`src/rtl/alu_sequencer.sv`:
```
// Single-issue ALU controller: accepts one logic/shift operation, returns the result and
// maintains the zero/carry/sign status. A right shift by N takes N one-bit steps.
module alu_sequencer #(
    parameter int WIDTH = 20,
    parameter int CNT_W = 5
) (
    input  logic             clk,
    input  logic             rst,
    input  logic             req_valid,
    output logic             req_ready,
    input  logic [3:0]       req_op,
    input  logic [WIDTH-1:0] req_a,
    input  logic [WIDTH-1:0] req_b,
    output logic             rsp_valid,
    input  logic             rsp_ready,
    output logic [WIDTH-1:0] rsp_result,
    output logic             rsp_err,
    output logic [2:0]       status,
    output logic             busy
);

    localparam logic [3:0] OP_NOP  = 4'd0;
    localparam logic [3:0] OP_NOT  = 4'd1;
    localparam logic [3:0] OP_AND  = 4'd2;
    localparam logic [3:0] OP_OR   = 4'd3;
    localparam logic [3:0] OP_XOR  = 4'd4;
    localparam logic [3:0] OP_SHR  = 4'd5;
    localparam logic [3:0] OP_LDSR = 4'd6;
    localparam logic [3:0] OP_XSR  = 4'd7;
    localparam logic [CNT_W-1:0] SAT_CNT = CNT_W'(WIDTH);

    typedef enum logic [1:0] {IDLE, EXEC, SHIFT, RESP} state_t;

    state_t           state_q, state_d;
    logic [3:0]       op_q, op_d;
    logic [WIDTH-1:0] a_q, a_d;   // also the working register during SHIFT
    logic [WIDTH-1:0] b_q, b_d;
    logic [CNT_W-1:0] cnt_q, cnt_d;
    logic             rsp_valid_q, rsp_valid_d;
    logic [WIDTH-1:0] result_q, result_d;
    logic             err_q, err_d;
    logic [2:0]       status_q, status_d;
    logic [CNT_W-1:0] req_cnt, sat_cnt;
    logic [WIDTH-1:0] logic_res, shifted;

    always_ff @(posedge clk or posedge rst) begin
        if (rst) begin
            state_q     <= IDLE;
            op_q        <= '0;
            a_q         <= '0;
            b_q         <= '0;
            cnt_q       <= '0;
            rsp_valid_q <= 1'b0;
            result_q    <= '0;
            err_q       <= 1'b0;
            status_q    <= 3'b000;
        end else begin
            state_q     <= state_d;
            op_q        <= op_d;
            a_q         <= a_d;
            b_q         <= b_d;
            cnt_q       <= cnt_d;
            rsp_valid_q <= rsp_valid_d;
            result_q    <= result_d;
            err_q       <= err_d;
            status_q    <= status_d;
        end
    end

    always_comb begin
        state_d = state_q;
        unique case (state_q)
            IDLE:    if (req_valid) state_d = (req_op == OP_SHR) ? SHIFT : EXEC;
            EXEC:    state_d = RESP;
            SHIFT:   if (cnt_q <= CNT_W'(1)) state_d = RESP;
            RESP:    if (rsp_ready) state_d = IDLE;
            default: state_d = IDLE;
        endcase
    end

    always_comb begin
        op_d        = op_q;
        a_d         = a_q;
        b_d         = b_q;
        cnt_d       = cnt_q;
        rsp_valid_d = rsp_valid_q;
        result_d    = result_q;
        err_d       = err_q;
        status_d    = status_q;
        req_cnt     = req_b[CNT_W-1:0];
        sat_cnt     = (req_cnt > SAT_CNT) ? SAT_CNT : req_cnt;
        shifted     = {1'b0, a_q[WIDTH-1:1]};
        logic_res   = '0;
        unique case (state_q)
            IDLE: if (req_valid) begin
                op_d  = req_op;
                a_d   = req_a;
                b_d   = req_b;
                cnt_d = sat_cnt;
            end
            EXEC: begin
                rsp_valid_d = 1'b1;
                err_d       = 1'b0;
                result_d    = '0;
                case (op_q)
                    OP_NOT, OP_AND, OP_OR, OP_XOR: begin
                        case (op_q)
                            OP_NOT:  logic_res = ~a_q;
                            OP_AND:  logic_res = a_q & b_q;
                            OP_OR:   logic_res = a_q | b_q;
                            default: logic_res = a_q ^ b_q;
                        endcase
                        result_d = logic_res;
                        status_d = {logic_res[WIDTH-1], 1'b0, ~|logic_res};
                    end
                    OP_NOP:  ;
                    OP_LDSR: status_d = a_q[2:0];
                    OP_XSR:  status_d = status_q ^ a_q[2:0];
                    default: err_d = 1'b1;
                endcase
            end
            SHIFT: begin
                if (cnt_q == '0) begin
                    // zero-count shift still costs one cycle and passes A through
                    rsp_valid_d = 1'b1;
                    err_d       = 1'b0;
                    result_d    = a_q;
                    status_d    = {a_q[WIDTH-1], 1'b0, ~|a_q};
                end else begin
                    a_d   = shifted;
                    cnt_d = cnt_q - CNT_W'(1);
                    if (cnt_q == CNT_W'(1)) begin
                        rsp_valid_d = 1'b1;
                        err_d       = 1'b0;
                        result_d    = shifted;
                        status_d    = {1'b0, a_q[0], ~|shifted};
                    end
                end
            end
            RESP: if (rsp_ready) rsp_valid_d = 1'b0;
            default: ;
        endcase
    end

    always_comb begin
        req_ready  = (state_q == IDLE);
        busy       = (state_q != IDLE);
        rsp_valid  = rsp_valid_q;
        rsp_result = result_q;
        rsp_err    = err_q;
        status     = status_q;
    end

endmodule
```
`config.mk`:
```
export PLATFORM = sky130hd
export DESIGN_NAME = alu_sequencer
export DESIGN_NICKNAME = d
export VERILOG_FILES = /design/src/rtl/alu_sequencer.sv
export SDC_FILE = /design/constraint.sdc
export NUM_CORES = 1
export LEC_CHECK = 0
export BUFFER_PORTS_ARGS = -buffer_cell sky130_fd_sc_hd__buf_4
export CAP_MARGIN = 20
export CORE_MARGIN = 2
export CORE_UTILIZATION = 53
export DETAILED_ROUTE_END_ITERATION = 6
export PLACE_DENSITY = 0.77
export RECOVER_POWER = 50
export SLEW_MARGIN = 20
export SYNTH_ARGS = -nofsm -noshare
export SYNTH_HDL_FRONTEND = slang
export SYNTH_SLANG_ARGS = --single-unit
```
`constraint.sdc`:
```
create_clock -name clk -period 2.2 [get_ports clk]
set_input_delay 0.22 -clock clk [delete_from_list [all_inputs] [get_ports clk]]
set_output_delay 0.22 -clock clk [all_outputs]
set_load 0.02 [all_outputs]
```
# After elaboration in Yosys (flattened, before gate mapping)
# Cells that the tools add are included.
# totals
regBits	76
wordCells	86
input_bits	48
# op_classes
n_eq_ne	17
n_addsub	1
n_reduce_logical	21
bitwise	5
n_lt_le_gt_ge	2
muxes	31
# ops
cell	count
20-bit two-way mux	7
20-bit one-hot mux with 2 select lines	2
20-bit one-hot mux with 3 select lines	1
20-bit OR reduction	2
20-bit bitwise AND	1
20-bit inverter	1
20-bit OR	1
20-bit bitwise XOR	1
19-bit OR reduction	1
4-bit by 3-bit == test with 1-bit output (second input constant)	4
5-bit two-way mux	3
3-bit AND reduction	4
5-bit one-hot mux with 2 select lines	1
3-bit one-hot mux with 3 select lines	1
4-bit by 2-bit == test with 1-bit output (second input constant)	2
2-bit two-way mux	4
2-bit inequality test (second input constant)	4
2-bit one-hot mux with 4 select lines	1
7-bit OR reduction	1
1-bit two-way mux	6
3-bit two-way mux	2
3-bit one-hot mux with 2 select lines	1
2-bit nonzero test	3
5-bit by 1-bit == test with 1-bit output (second input constant)	1
18 further kinds	22

# Longest topological paths before layout
# Gate-level depths: netlist (run 1).
# logic_depth
ltp_word	8
ltp_mapped	9
mapped_depth_nobuf	8

# Worst setup path before layout (run 1)
# OpenSTA, ideal clock, no wires.
# synth_path
path_kind	register to register
start	register a_q[9]
end	register status_q[0], in the netlist status[0]
period_less_slack_ps	2195
path_stages_with_launch	8
path_buffers	0
t_arrival_ps	2104
setup_slack_ps	5
path_cell_list	dfrtp_1 > ha_1 > or4b_4 > o221ai_2 > o22ai_1 > a211o_1 > a2111o_1 > o31ai_2
# synth_via
elab_chain_cells	8
elab_cells_between_ends	17
# synth_rtl
item	line	rtl
from (decl)	36	logic [WIDTH-1:0] a_q, a_d;
from (signal assigned)	50	a_q <= '0;
from (signal assigned)	60	a_q <= a_d;
20-bit bitwise XOR (tied with other cells)	111	default: logic_res = a_q ^ b_q;
20-bit one-hot mux with 3 select lines	107	case (op_q)
20-bit two-way mux	105	case (op_q)
20-bit two-way mux	94	unique case (state_q)
20-bit OR reduction	114	status_d = {logic_res[WIDTH-1], 1'b0, ~|logic_res};
1-bit logical NOT	114	
3-bit one-hot mux with 3 select lines	105	
3-bit one-hot mux with 2 select lines *	94	
to (signal assigned)	66	status_q <= status_d;
to (decl)	42	logic [2:0] status_q, status_d;
# Mark *: on every way between the ends. The rest lies on a longest branch, timed or not. The select of a mux whose other input is x is not followed.
# A chain may end at the register's enable or synchronous reset.

# Worst setup path in the final report (run 1)
# Same ends and word-level chain as after synthesis.

==> results of run 1 <==
==> layer usage <==
metal,share of wire,vias up,routed length [um],track usage
li1,-,2423,-,-
met1,0.42,2491,6690,0.418
met2,0.46,296,7230,0.471
met3,0.10,37,1580,0.0586
met4,0.024,0,374,0.0981
met5,0,-,0,0
==> worst min-delay path: cells and delay by family <==
family | cells | cell delay [ns]
compound gates | 1 | 0.06
buf+inv | 1 | 0.08
simple gates | 1 | 0.05
==> layout by cell type (no fill, tap or decap), types with 3 or more instances in the layout <==
cell,synthesis,layout
nand4_1,3,3
o22a_1,3,3
nor4_1,7,7
a221oi_1,5,4
a31oi_1,7,7
mux2_2,24,24
mux2i_1,28,28
a21oi_1,52,52
and3_1,3,3
ha_2,0,3
clkbuf_1,26,12
dfrtp_1,76,74
buf_4,0,115
a2bb2oi_1,4,4
nor2_1,26,26
o32a_1,3,3
o22ai_1,28,28
nand3_1,6,6
ha_1,46,42
nor3_1,4,4
a211oi_1,4,4
buf_12,0,4
xnor2_1,3,3
nand2b_1,7,7
inv_1,55,54
o21a_1,3,3
nand2_1,83,82
clkbuf_8,0,12
o21ai_0,59,59
==> path summary, 6_finish.rpt <==
kind,to,cells past startpoint,from
setup / recovery,status[0],7,a_q[9]
hold / removal,a_q[19],3,req_a[19]
setup reg to reg,status[0],7,a_q[9]
hold reg to reg,rsp_result[5],2,rsp_result[5]
max in group asynchronous,rsp_valid,4,rst
min in group asynchronous,rsp_result[19],4,rst
==> power breakdown <==
part           leakage, nW  switching (mW)  internal (mW)
clock                0.122           0.554          0.728
sequential           0.932           0.765           2.04
combinational         2.05            4.38           3.45
==> logic make-up after synthesis <==
family	count (synthesis)
DFF	76
adders and majority gates	46
buffers and inverters	96
and+or+nand+nor	156
muxes	52
xor gates and xnor gates	3
AOI/OAI and AO/OA	195
==> metrics by stage <==
step / setup TNS [ns] / hold WS [ns]
2_1_floorplan: 0 / 0.337
3_3_place_gp: 0 / 0.346
3_5_place_dp: -0.0610 / 0.352
4_1_cts: 0 / 0.0667
5_1_grt: -0.0833 / 0.0759
6_report: -0.0159 / 0.0678
==> registers in the layout, indices dropped and copies added, names as in the netlist <==
name,cells
op_q,4
rsp_err,1
status,3
rsp_result,20
rsp_valid,1
b_q,20
state_q,2
a_q,20
cnt_q,5
==> final cells by class <==
cell class | instances | area (um2)
timing repair buffer | 134 | 1010
clock buffer | 12 | 165
multi-input combinational | 452 | 3130
tap | 133 | 166
inverter | 56 | 210
fill | 811 | 3160
sequential | 76 | 1900
clock inverter | 4 | 70.1
==> what timing repair did <==
| action | in CTS | in global routing |
|---|---|---|
| hold endpoints to repair | 76 | 0 |
| buffers inserted | 3 | 1 |
| resized for setup | 6 | 8 |
| pin swaps | 3 | 3 |
| hold buffers | 1 | 0 |
| endpoints found under the setup margin | 1 | 24 |
==> metrics.csv, run 1 <==
metric,value,unit
unrepaired setup endpoints after global routing,true,
CTS tree,yes,
YS warnings,0,
Yosys cell types,61,
xor and xnor area share after synthesis,0.00489,
Post-Synth Simple-Gate Area,0.134,
Mapped Cells,624,
first-pass iteration count of the detailed router,5,
Fmax achieved,0.451,GHz
Detailed Route WL,15900,um
die area,11000,um2
Leakage,3.11,nW
period utilisation layout,1.01,
Hold Fails Final Rpt,0,
Die Width,105,um
Die H,105,um
Synth Area in Compound Gates,0.226,
ys flop type,dfrtp_1,
VDD IR-drop max,0.817,mV
Area contributors post-synth,"dfrtp_1, ha_1, nand2_1",
most frequent cell after synthesis,nand2_1,
number of global-route vias before repair,4977,
Initial DRC Count,439,
CP Data Arrival Time,2.51,ns
adder-cell share of the synthesized area,0.107,
list of most frequent post-synthesis cells,"nand2_1, dfrtp_1, o21ai_0",
failing checks,setup timing,
Overflow after GRT,0,
Root Buffer Master,clkbuf_8,
mean post-synth cell area,8.60,um2
DP Worst Slack,-0.0610,ns
r2r setup slk,-0.02,ns
Max Slew Vio Count,0,
Clock Tree Buf Depth,2,
H-tree lvl count,3,
synthesized area,5370,um2
worst slew pin tran,1.07,ns
largest net degree at the start of global routing,77,
Util after Layout,0.679,
CP top delay family,compound AO/OA/AOI/OAI gates,
cell taking the most area after synthesis,dfrtp_1,
final worst-path setup slack,-0.0159,ns
headroom to the max-slew limit,0.285,
# diodes,0,
"FF+latch count, synth",76,
Worst Path Required,2.50,ns
Buffers on Ports,74,
routed via count,5247,
endpoint type of the worst setup path,flop,
Tmin final,2.22,ns
CP Launch Type,flop,
Placeable Area,9820,um2
PwrDens,1790,nW/um2
Final Setup Violations,1,
clk sink count,76,
hpwl dp,11500,um
P&R area growth vs syn,24.1,%
register area share after synthesis,0.354,
Worst-path clk slew,0.09,ns
I/O pins,75,
Crit Path Category,flop to flop,
post-route ant nets,0,
Hold Crit Class,input port to flop,
max incr delay on CP,0.48,ns
Inserted Clock Buffers,9,
DRC viols,0,
CP Buf/Inv Count,0,
vias per std cell,6.05,
initial antenna violation count,0,
num rows,36,
main combinational cell family by area after synthesis,compound AO/OA/AOI/OAI gates,
Starting Density,0.547,
placed cell count,846,
"non-filler cells, final",867,
Max-Cap Viols,0,
latest clock arrival within the worst-skew pair,0.38,ns
asr flop ratio synth,1.00,
first-pass GRT wire length,25900,um
mux cell area share after synthesis,0.103,
WL/cell,18.3,um
Slowest cell on crit path,or4b_4,
clock skew,0.0147,ns
Post-Syn Nets,718,
# nets final,823,
Tot Pwr,11.9,mW
"Design Area, Final",6660,um2
outcome,"finished, violations left",
CP cell instances,ha_2 -> or4b_4 -> o221ai_2 -> o22ai_1 -> a211o_1 -> a2111o_1 -> o31ai_2,
total track usage,0.300,
share of cells above drive strength 1,0.248,
Post-synth EDFFs,0,
placed inst area,6400,um2
top-area cell type share of the netlist area,0.354,
CP max FO,2,
Final Wtd Congestion,0.972,
Note: power is estimated with default switching activity, not from simulation.
==> inputs of run 2 (changes only) <==
--- a/config.mk
+++ b/config.mk
@@ -8,9 +8,9 @@
 export BUFFER_PORTS_ARGS = -buffer_cell sky130_fd_sc_hd__buf_4
 export CAP_MARGIN = 20
 export CORE_MARGIN = 2
-export CORE_UTILIZATION = 53
+export CORE_UTILIZATION = 59
 export DETAILED_ROUTE_END_ITERATION = 6
-export PLACE_DENSITY = 0.77
+export PLACE_DENSITY = 0.82
 export RECOVER_POWER = 50
 export SLEW_MARGIN = 20
 export SYNTH_ARGS = -nofsm -noshare
==> constraint.sdc (replaced) <==
create_clock -name clk -period 2.5 [get_ports clk]
set_input_delay 0.25 -clock clk [delete_from_list [all_inputs] [get_ports clk]]
set_output_delay 0.25 -clock clk [all_outputs]
set_load 0.02 [all_outputs]
==> run 2 against run 1 <==
- the run ends with capacitance limit, slew limit left
- sequential share of layout area increased by 1.6 points
- routed wire length shrank 2.7%
- sequential power decreased by 11%
- fmax fell by 2.2%
- first-iteration DRC count up 15%
- clock-buffer cell count fell by 1
- sequential cell count unchanged
- global-route usage increased by 2.0 points
- die area decreased by 9.8%
- critical path depth is the same
- via count down 3.4%
- largest cell class unchanged
- largest power group unchanged
==> metrics.csv, run 2 (synthesis results as in run 1) <==
metric,value,unit,change
number of global-route vias before repair,4766,,-4.2%
largest net degree at the start of global routing,43,,-44%
Tot Pwr,9.72,mW,-18%
failing checks,"capacitance limit, slew limit",,
VDD IR-drop max,0.772,mV,-5.5%
Max-Cap Viols,1,,+1
Clock Tree Buf Depth,2,,unchanged
worst slew pin tran,1.84,ns,+0.771 ns
first-pass iteration count of the detailed router,5,,unchanged
Die Width,99.4,um,-5.0%
Fmax achieved,0.442,GHz,-2.2%
Pint,4.88,mW,-22%
initial antenna violation count,0,,unchanged
final setup TNS,0,ns,+0.0159 ns
max incr delay on CP,0.49,ns,about the same
Initial DRC Count,506,,+15%
share of cells above drive strength 1,0.197,,-0.0505
# nets final,794,,-3.5%
Worst Path Required,2.77,ns,+0.27 ns
CTS tree,yes,,
combinational share of power,0.631,,-0.026
PwrDens,1540,nW/um2,-14%
Net Switching,4.84,mW,-15%
CP Data Arrival Time,2.54,ns,+0.03 ns
post-route ant nets,0,,unchanged
hpwl dp,11300,um,-2.5%
Inserted Clock Buffers,9,,unchanged
Hold Crit Class,input port to flop,,
H-tree lvl count,3,,unchanged
DRC viols,0,,unchanged
Leakage,2.93,nW,-5.6%
Starting Density,0.613,,+0.0659
headroom to the max-slew limit,-0.229,,-0.514
first-pass GRT wire length,24700,um,-4.5%
Sequential Power Share,0.257,,+0.021
WL/cell,19.0,um,+3.9%
"commonest non-fill, non-tap cell in the layout",buf_4,,
Hold Fails Final Rpt,0,,unchanged
Tmin final,2.26,ns,+0.0491 ns
Overflow after GRT,0,,unchanged
die area,9880,um2,-9.8%
Detailed Route WL,15500,um,-2.7%
outcome,"finished, violations left",,
total track usage,0.320,,+0.0201
CP Launch Type,flop,,
Placeable Area,8760,um2,-11%
I/O pins,75,,unchanged
clock power share,0.112,,+0.004
latest clock arrival within the worst-skew pair,0.37,ns,about the same
Final Setup Violations,0,,-1
# diodes,0,,unchanged
Worst-path clk slew,0.09,ns,about the same
routed via count,5071,,-3.4%
Crit Path Category,flop to flop,,
PostCTS Resize Cnt,0,,-6
Final Wtd Congestion,0.955,,-1.7%
Slowest cell on crit path,or4b_4,,
Sw Ratio,0.498,,+0.0199
clock skew,0.0174,ns,+0.00274 ns
num rows,34,,-5.6%
period utilisation layout,0.906,,-0.101
endpoint type of the worst setup path,flop,,
Max Slew Vio Count,35,,+35
CP max FO,3,,+1
Buffers on Ports,74,,unchanged
CP cell instances,ha_1 -> or4b_4 -> o221ai_2 -> o22ai_1 -> a211o_1 -> a2111o_1 -> o31ai_2,,
Util after Layout,0.719,,+0.0408
P&R area growth vs syn,17.4,%,
Fill cells,681,,-16%
Die H,99.4,um,-5.0%
unrepaired setup endpoints after global routing,false,,
most frequent cells in the layout,"buf_4, nand2_1, dfrtp_1",,
vias per std cell,6.25,,+3.2%
r2r setup slk,0.24,ns,+0.25 ns
Root Buffer Master,clkbuf_8,,
clk sink count,76,,unchanged
run 2: cell types whose count changed in the layout (fill, tap and decap cells not counted), sizes merged:
cell and delta:
dlygate4sd3 -1, clkbuf +1, clkinv -1, clkinvlp +1, buf -30
run 2: layer usage:
layer / track usage / part of all wire / up-vias
li1: - / - / 2373
met3: 0.0436 / 0.088 / 39
met1: 0.482 / 0.44 / 2395
met5: 0 / 0 / -
met2: 0.484 / 0.45 / 264
met4: 0.0948 / 0.022 / 0
run 2: worst max-delay path, delay by kind of cell, from the launching register on:
| kind | cells | cell delay (ns) |
|---|---|---|
| flip-flops | 1 | 0.41 |
| adder cells (fa/ha/maj) | 1 | 0.22 |
| AO/OA/AOI/OAI | 5 | 1.04 |
| AND/OR/NAND/NOR | 1 | 0.49 |
run 2: what timing repair did:
| action | CTS | global route |
|---|---|---|
| buffers inserted | 0 | 1 |
| hold buffers | 0 | 0 |
| setup endpoints to repair | 0 | 1 |
run 2: final cells by class:
class / count / area [um2] / share of cell area
Inverter: 56 / 210 / 0.0333
Clock inverter: 4 / 72.6 / 0.0115
Timing Repair Buffer: 105 / 746 / 0.118
Multi-Input combinational cell: 452 / 3090 / 0.490
Clock buffer: 11 / 151 / 0.0240
Sequential cell: 76 / 1900 / 0.302
Tap cell: 108 / 135 / 0.0214
run 2: per-stage QoR:
step | area (um2) | instances | worst slack (ns) | hold slack (ns)
after CTS | 6350 | 811 | 0.226 | 0.00361
final | 6300 | 812 | 0.235 | 0.111
after global routing | 6300 | 812 | 0.0775 | 0.117
after detailed placement | 6130 | 796 | 0.273 | 0.385
after floorplan | 5370 | 624 | 0.305 | 0.367
after global placement | 6130 | 796 | 0.316 | 0.381
run 2: final timing paths:
path                                start        endpoint  depth (start not counted)
max reg2reg                        a_q[9]       status[0]                          7
min reg2reg                rsp_result[11]  rsp_result[11]                          2
min                              req_b[7]          b_q[7]                          2
min in group asynchronous             rst  rsp_result[19]                          3
max                                a_q[9]       status[0]                          7
max in group asynchronous             rst         a_q[18]                          3
run 2: power groups by stage:
stage	registers [mW]	logic, mW	clock network [mW]
final	2.50	6.13	1.09
after global routing	2.57	6.71	1.14
after CTS	2.48	6.03	1.10
after detailed placement	2.51	5.98	0
after global placement	2.47	5.82	0
after floorplan	2.40	4.17	0
